### config.mk
export PLATFORM = sky130hd
export DESIGN_NAME = rc5_key_expand
export DESIGN_NICKNAME = d
export VERILOG_FILES = /design/src/rtl/rc5_key_expand.sv
export SDC_FILE = /design/constraint.sdc
export NUM_CORES = 2
export LEC_CHECK = 0
export ABC_AREA = 1
export CAP_MARGIN = 20
export CORE_AREA = 3 3 369 371
export CTS_CLUSTER_SIZE = 28
export DETAILED_ROUTE_END_ITERATION = 10
export DIE_AREA = 0 0 372 374
export PLACE_DENSITY_LB_ADDON = 0.08
export SLEW_MARGIN = 40
export SYNTH_ARGS = -nofsm -noshare
export SYNTH_HDL_FRONTEND = slang
export SYNTH_SLANG_ARGS = --single-unit
### constraint.sdc
create_clock -name clk -period 9.89 [get_ports clk]
set_clock_uncertainty 0.1 [all_clocks]
set_input_delay 1.978 -clock clk [delete_from_list [all_inputs] [get_ports clk]]
set_output_delay 1.978 -clock clk [all_outputs]
set_load 0.005 [all_outputs]
### src/rtl/rc5_key_expand.sv
// RC5 key schedule: loads a B-byte key into L[], seeds S[] from PW/QW, then runs the 3*max(T,C) mixing pass.
// Optional macro RC5_KEY_ZEROIZE_EN adds a ZERO state that wipes L[] and the key register before DONE.
module rc5_key_expand #(
  parameter int W = 16,
  parameter int B = 16,
  parameter int R = 12,
  parameter int U = W / 8,
  parameter int C = B / U,
  parameter int T = 2 * (R + 1),
  parameter logic [W-1:0] PW = 16'hb7e1,
  parameter logic [W-1:0] QW = 16'h9e37
) (
  input  logic                 clk,
  input  logic                 rst,
  input  logic                 start,
  input  logic                 key_we,
  input  logic [$clog2(B)-1:0] key_addr,
  input  logic [7:0]           key_byte,
  input  logic [$clog2(T)-1:0] s_addr,
  output logic [W-1:0]         s_data,
  output logic                 busy,
  output logic                 done
);

  localparam int KAW  = $clog2(B);
  localparam int SAW  = $clog2(T);
  localparam int LW   = (C > 1) ? $clog2(C) : 1;
  localparam int N    = 3 * ((T > C) ? T : C);
  localparam int CNTW = $clog2(N);

  typedef enum logic [2:0] {
    IDLE,
    LOADL,
    INITS,
    MIX,
`ifdef RC5_KEY_ZEROIZE_EN
    ZERO,
`endif
    DONE
  } state_t;

  state_t state, state_next;

  logic [KAW-1:0]  k;
  logic [SAW-1:0]  i;
  logic [LW-1:0]   j;
  logic [CNTW-1:0] cnt;
  logic [W-1:0]    a_reg, b_reg;

  logic [7:0]   key_mem [B];
  logic [W-1:0] l_mem   [C];
  logic [W-1:0] s_mem   [T];

  logic           busy_int, key_ok, key_in_range, s_in_range;
  logic           load_last, i_last, j_last, mix_last;
  logic [LW-1:0]  l_load_idx;
  logic [SAW-1:0] i_prev;
  logic [W-1:0]   s_init_val, l_load_val, a_new, b_new;

  function automatic logic [W-1:0] rotl(input logic [W-1:0] x, input logic [W-1:0] amt);
    logic [2*W-1:0] d;
    d = {x, x} << (amt % W);
    return d[2*W-1:W];
  endfunction

  // Address ranges that exactly fill their index width need no compare
  if ((1 << KAW) == B) begin : g_key_full
    assign key_in_range = 1'b1;
  end else begin : g_key_part
    assign key_in_range = (key_addr < KAW'(B));
  end

  if ((1 << SAW) == T) begin : g_s_full
    assign s_in_range = 1'b1;
  end else begin : g_s_part
    assign s_in_range = (s_addr < SAW'(T));
  end

  assign busy_int  = (state != IDLE) && (state != DONE);
  assign busy      = busy_int;
  assign key_ok    = key_we && !busy_int && key_in_range;
  assign load_last = (k == '0);
  assign i_last    = (i == SAW'(T - 1));
  assign j_last    = (j == LW'(C - 1));
  assign mix_last  = (cnt == CNTW'(N - 1));

  always_comb begin
    state_next = state;
    case (state)
      IDLE, DONE: if (start)     state_next = LOADL;
      LOADL:      if (load_last) state_next = INITS;
      INITS:      if (i_last)    state_next = MIX;
`ifdef RC5_KEY_ZEROIZE_EN
      MIX:        if (mix_last)  state_next = ZERO;
      ZERO:       if (j_last)    state_next = DONE;
`else
      MIX:        if (mix_last)  state_next = DONE;
`endif
      default:                   state_next = IDLE;
    endcase
  end

  // One mixing iteration: A feeds straight into the B update in the same cycle
  always_comb begin
    i_prev     = (i == '0) ? '0 : i - SAW'(1);
    s_init_val = (i == '0) ? PW : s_mem[i_prev] + QW;
    l_load_idx = LW'(k / U);
    l_load_val = (l_mem[l_load_idx] << 8) + W'(key_mem[k]);
    a_new      = rotl(s_mem[i] + a_reg + b_reg, W'(3));
    b_new      = rotl(l_mem[j] + a_new + b_reg, a_new + b_reg);
  end

  always_ff @(posedge clk or negedge rst) begin
    if (!rst) state <= IDLE;
    else      state <= state_next;
  end

  // done lags DONE entry by one cycle and clears together with a restart
  always_ff @(posedge clk or negedge rst) begin
    if (!rst) begin
      k      <= '0;
      i      <= '0;
      j      <= '0;
      cnt    <= '0;
      a_reg  <= '0;
      b_reg  <= '0;
      done   <= 1'b0;
      s_data <= '0;
    end else begin
      done   <= (state == DONE) && !start;
      s_data <= ((state_next == DONE) && s_in_range) ? s_mem[s_addr] : '0;
      case (state)
        IDLE, DONE: begin
          if (start) begin
            k     <= KAW'(B - 1);
            i     <= '0;
            j     <= '0;
            cnt   <= '0;
            a_reg <= '0;
            b_reg <= '0;
          end
        end
        LOADL: k <= k - KAW'(1);
        INITS: i <= i_last ? '0 : i + SAW'(1);
        MIX: begin
          a_reg <= a_new;
          b_reg <= b_new;
          i     <= i_last ? '0 : i + SAW'(1);
          j     <= (j_last || mix_last) ? '0 : j + LW'(1);
          cnt   <= cnt + CNTW'(1);
        end
`ifdef RC5_KEY_ZEROIZE_EN
        ZERO: j <= j + LW'(1);
`endif
        default: ;
      endcase
    end
  end

  always_ff @(posedge clk or negedge rst) begin
    if (!rst) begin
      for (int n = 0; n < B; n++) key_mem[n] <= '0;
    end else begin
      if (key_ok) key_mem[key_addr] <= key_byte;
`ifdef RC5_KEY_ZEROIZE_EN
      if ((state == ZERO) && j_last)
        for (int n = 0; n < B; n++) key_mem[n] <= '0;
`endif
    end
  end

  always_ff @(posedge clk or negedge rst) begin
    if (!rst) begin
      for (int n = 0; n < C; n++) l_mem[n] <= '0;
    end else begin
      case (state)
        IDLE, DONE: begin
          if (start)
            for (int n = 0; n < C; n++) l_mem[n] <= '0;
        end
        LOADL: l_mem[l_load_idx] <= l_load_val;
        MIX:   l_mem[j] <= b_new;
`ifdef RC5_KEY_ZEROIZE_EN
        ZERO:  l_mem[j] <= '0;
`endif
        default: ;
      endcase
    end
  end

  // S[] is deliberately left unreset; only a completed run makes it valid
  always_ff @(posedge clk) begin
    case (state)
      INITS:   s_mem[i] <= s_init_val;
      MIX:     s_mem[i] <= a_new;
      default: ;
    endcase
  end

endmodule
### Yosys cells after proc, flatten, opt, wreduce, memory -nomap -nowiden

Memories as Yosys holds them, arrays and structs flattened.
Cells that the tools add are included.

* bits in writable memories: 416
* memories kept: 1
* output and inout port bits: 18
* register bits: 327

* multiplexer cells: 46
* $lt $le $gt $ge: 8
* reduce and logical (&&, ||, !) cells: 24
* eq/ne operators: 10
* add/sub/neg operators: 12
* bitwise operators: 5
* shift-type cells: 1

Memories
* s_mem: depth 26, width 16, rd ports 3, clocked after Yosys merged registers in 0, write ports 1, RTL line 52 `logic [W-1:0] s_mem [T];`

Operator list (count)
* $bwmux 128: 3
* $pmux 128 s3: 1
* $mux 128: 1
* $mux 16: 8
* $bmux 16 s3: 2
* $demux 16 s3: 2
* $add 16x16->16: 4
* $pmux 16 s2: 2
* $mux 8: 5
* $bmux 8 s4: 1
* $demux 8 s4: 1
* $shl 32x4->32: 1
* $mux 3: 6
* $add 16x16->16 const B: 1
* $add 16x8->16: 1
* $mux 5: 3
* $pmux 7 s2: 1
* $pmux 3 s4: 1
* $ge 5x5->1 const B: 2
* $not 4->5: 2
* $pmux 5 s2: 1
* $eq 3x3->1 const B: 3
* $ge 4x4->1 const B: 2
* $lt 4x1->1 const B: 2
* 31 further kinds: 50

### Depth between registers and ports, before layout

* depth after elaboration: 9
* gate-level depth with buffers: 43
* mapped depth without buffers: 37

### Worst setup path before layout

OpenSTA, ideal clock, no wires.

* path kind: register to register
* start: register i[0]
* end: register l_mem[101] (netlist name)
* setup time: 0.128 ns
* cell stages (with the launch flop): 38
* path buffers: 6
* data arrival time: 6.648 ns
* setup slack: 3.014 ns
* data required time: 9.662 ns
* period minus slack after synthesis: 6.876 ns
* cells stage by stage: dfrtp_1 > inv_1 > buf_2 > buf_2 > buf_2 > buf_2 > buf_2 > clkbuf_1 > nand2_1 > a32o_1 > a221oi_1 > fa_1 > inv_1 > ha_1 > inv_1 > fa_1 > o21ai_0 > nand4_1 > [... 2 more ...] > nand2_1 > a21oi_1 > xor2_1 > fa_1 > inv_1 > fa_1 > nor3_1 > nor2_1 > o21ai_0 > xor2_1 > nand2_1 > o21ai_0 > o21ai_0 > nand2_1 > nand3_1 > nand3_1 > nand2_1 > nand3_1

* longest elaborated chain between the ends: 8

Ends and longest elaborated chain
* from (decl): RTL line 45 `logic [SAW-1:0] i;`
* from (signal assigned): RTL line 144 `INITS: i <= i_last ? '0 : i + SAW'(1);`
* from (signal assigned): RTL line 148 `i <= i_last ? '0 : i + SAW'(1);`
* $mem_v2 26x16 (*)
* $add 16x16->16 (*) (2 in a row): RTL line 109 `a_new = rotl(s_mem[i] + a_reg + b_reg, W'(3));`
* $add 16x16->16 (2 in a row): RTL line 110 `b_new = rotl(l_mem[j] + a_new + b_reg, a_new + b_reg);`
* $shl 32x4->32 (*): RTL line 62 `d = {x, x} << (amt % W);`
* $bwmux 128 (*): RTL line 182 `MIX: l_mem[j] <= b_new;`
* $pmux 128 s3 (*): RTL line 176 `case (state)`
* to (signal, indexed assignment): RTL line 181 `LOADL: l_mem[l_load_idx] <= l_load_val;`
* to (signal, indexed assignment): RTL line 182
* to (decl): RTL line 51 `logic [W-1:0] l_mem [C];`

Mark *: on every way between the ends. The rest lies on a longest branch, timed or not.
A chain may end at the register's enable or synchronous reset.

### Final worst setup path

* start: register i[2]
* end: register l_mem[41] (netlist name)

Same word-level chain as after synthesis.

==> flow_summary.toml <==
[run_status]
status = "complete, no violations"

[setup_path]
cpMostUsedCell = "nand2_1"
rr_startpoint = "i[2]"
endpoint_kind = "register"
path_buf_inv = 5
worstReg2RegEnd = "l_mem[41]"
crit_family = "simple AND/OR/NAND/NOR gates"
required_ps = 10360
reg2reg_depth = 33
cp_data_arrival_time_ps = 9250
cp_slowest_cell = "inv_1"
crit_fanout = 18
regToRegSetupSlack_ps = 1110
crit_cells = 33
crit_path_end = "l_mem[41]"
start_kind = "register"
slowest_delay_ps = 810
startpoint = "i[2]"
worst-setup-path-type = "reg -> reg"

[route]
viasPerCell = 5.75
wl_per_cell_microns = 25.7
drtIter0Drc = 5624
drt_wl_total_mm = 195
ant_nets = 0
first_pass_iters = 6
vias = 43739
drc_errors = 0

[place]
dp_worst_setup_slack_ps = 1250
dp_hpwl_mm = 118
placed_area_sq_um = 47700
gp_congestion = 0.936
io_buffers = 38

[synthesis]
synth_warnings = 0
synth_compound_area_frac = 0.190
avgSynthCellArea_sq_um = 7.69
synth-seq-cells = 743
synth_top_family_by_area = "simple AND/OR/NAND/NOR gates"
yosysSeqAreaShare = 0.457
netlist_area_sq_um = 45200
netlist_instances = 5881
synth_edf_count = 416
yosys.area_share.adder = 0.0268
synth_cell_types = 54
yosys_most_used_dff = "edfxtp_1"
async_flop_share = 0.440
synth-xor-area-share = 0.00620
syn_nets = 5979
yosys.area_share.simple = 0.244
synthMuxAreaShare = 0.000443

[clock_network]
postCtsHoldBufs = 0
htreeDepth = 3
cts_tree = "done"
numCtsBuffers = 94
cts_resized = 0
max-clock-path-buffers = 3
cts.sinks = 743
worstSkewPairLatency_ps = 710
cts_root_buffer = "clkbuf_16"
cts_setup_buffers = 0
clk_pin_slew_ps = 60

[timing]
drv_slew = 0
setup_slack_ps = 1110
finalSetupViolations = 0
maxSlewHeadroom = 0.343
setup-tns-final_ps = 0
worst_slew_pin_slew_ps = 985
final-hold-violation-count = 0
fin_hold_ws_ps = 377
period_minus_slack_ps = 8780
fin_crit_sh = 0.888
fmax_mhz = 114
rsz0062_at_grt = "no"

[layout]
drive_above_1_share = 0.0687
reg_top3 = "s_mem: 416 flops, key_mem: 128 flops, l_mem: 128 flops"
num-nets-final = 5854
syn2layout_area_growth_pct = 12.4
seq_area_sq_um = 20700
mostFrequentLayoutCell = "nand2_1"
stdcell_area_sq_um = 50800
largest-register = "s_mem"
mostFrequentLayoutCells = "nand2_1 (1,406), nand3_1 (811), o21ai_0 (782)"
largest_reg_flops = 416
multiInputGateArea_sq_um = 21400
fill_cells = 13644

[global_routing]
grt_first_pass_wirelength_mm = 287
gr-total-overflow = 0
antenna_found_initial = 3
grt_start_max_net_pins = 153
grt.total_usage = 0.276
grt_pass1_vias = 41250

[die]
rows = 134
die_w_microns = 372
coreArea_sq_um = 133000
io_pins = 39
start_util = 0.339
fp.dieArea_sq_um = 139000
die_height_microns = 374

[job]
maxCapViolations = 0

[worst_hold_path]
hp-class = "reg -> reg"
==> kinds of logic after synthesis <==
kind of cell | Yosys count
simple gates | 2609
compound gates | 1568
mux | 2
buf+inv | 850
flops | 743
xor+xnor | 32
fa+ha+maj | 77
==> worst min-delay path by stage <==
stage / from / to / cells after the start
6_report: key_mem[94] / key_mem[94] / 2
3_3_place_gp: key_mem[28] / key_mem[28] / 2
5_1_grt: key_mem[83] / key_mem[83] / 2
4_1_cts: key_mem[26] / key_mem[26] / 2
2_1_floorplan: key_mem[10] / key_mem[10] / 2
3_5_place_dp: key_mem[26] / key_mem[26] / 2
==> routing by layer <==
layer  GRT usage  share of wire
met5           0        0.00014
met1       0.412           0.46
met2       0.405           0.43
met3      0.0440          0.082
met4      0.0837          0.029
==> metrics by stage <==
| stage | util | instances |
|---|---|---|
| 2_1_floorplan | - | 5881 |
| 3_3_place_gp | 0.356 | 7413 |
| 3_5_place_dp | 0.358 | 7422 |
| 4_1_cts | 0.381 | 7596 |
| 5_1_grt | 0.381 | 7602 |
| 6_report | 0.381 | 7603 |
==> cell usage after synthesis (7+ instances only) <==
master	n	share of area
a21o_1	10	0.0017
o2111ai_1	17	0.0033
o21ai_1	7	0.00077
a22oi_1	14	0.0023
inv_2	7	0.00058
a31oi_1	11	0.0015
nand2_1	1410	0.12
ha_1	44	0.012
inv_1	425	0.035
clkinv_1	10	0.00083
o311ai_0	9	0.0017
nand3_1	811	0.090
o211ai_1	60	0.010
o221ai_1	18	0.0035
o21ai_0	785	0.087
xor2_1	20	0.0039
a21oi_1	485	0.054
buf_4	25	0.0042
buf_1	35	0.0029
a22o_1	18	0.0035
nor2_1	294	0.024
a221oi_1	18	0.0035
fa_1	33	0.015
buf_2	64	0.0071
or2_2	19	0.0026
nand4_1	44	0.0061
clkbuf_1	281	0.023
o22ai_1	89	0.012
dfrtp_1	327	0.18
xnor2_1	12	0.0023
nor3_1	18	0.0020
edfxtp_1	416	0.28
==> cell type report <==
type / instances / share of cell area
diodes: 1 / 0.0000492
clock buffers: 138 / 0.0533
clock inverters: 36 / 0.00682
inverters: 442 / 0.0331
multi-input cells: 4288 / 0.421
flip-flops and latches: 743 / 0.407
well taps: 1768 / 0.0435
repair buffers: 187 / 0.0349
==> worst register-to-register path: cells and delay by family (launching register included) <==
family	cells	cell delay [ps]
AO/OA/AOI/OAI	6	1410
buffers and inverters	5	1510
XOR/XNOR	2	350
adder cells (fa/ha/maj)	5	1950
flip-flops	1	610
AND/OR/NAND/NOR	15	2740
Power is not shown: default switching activity piles up to over one toggle a cycle in this logic, so the estimate is an artifact.
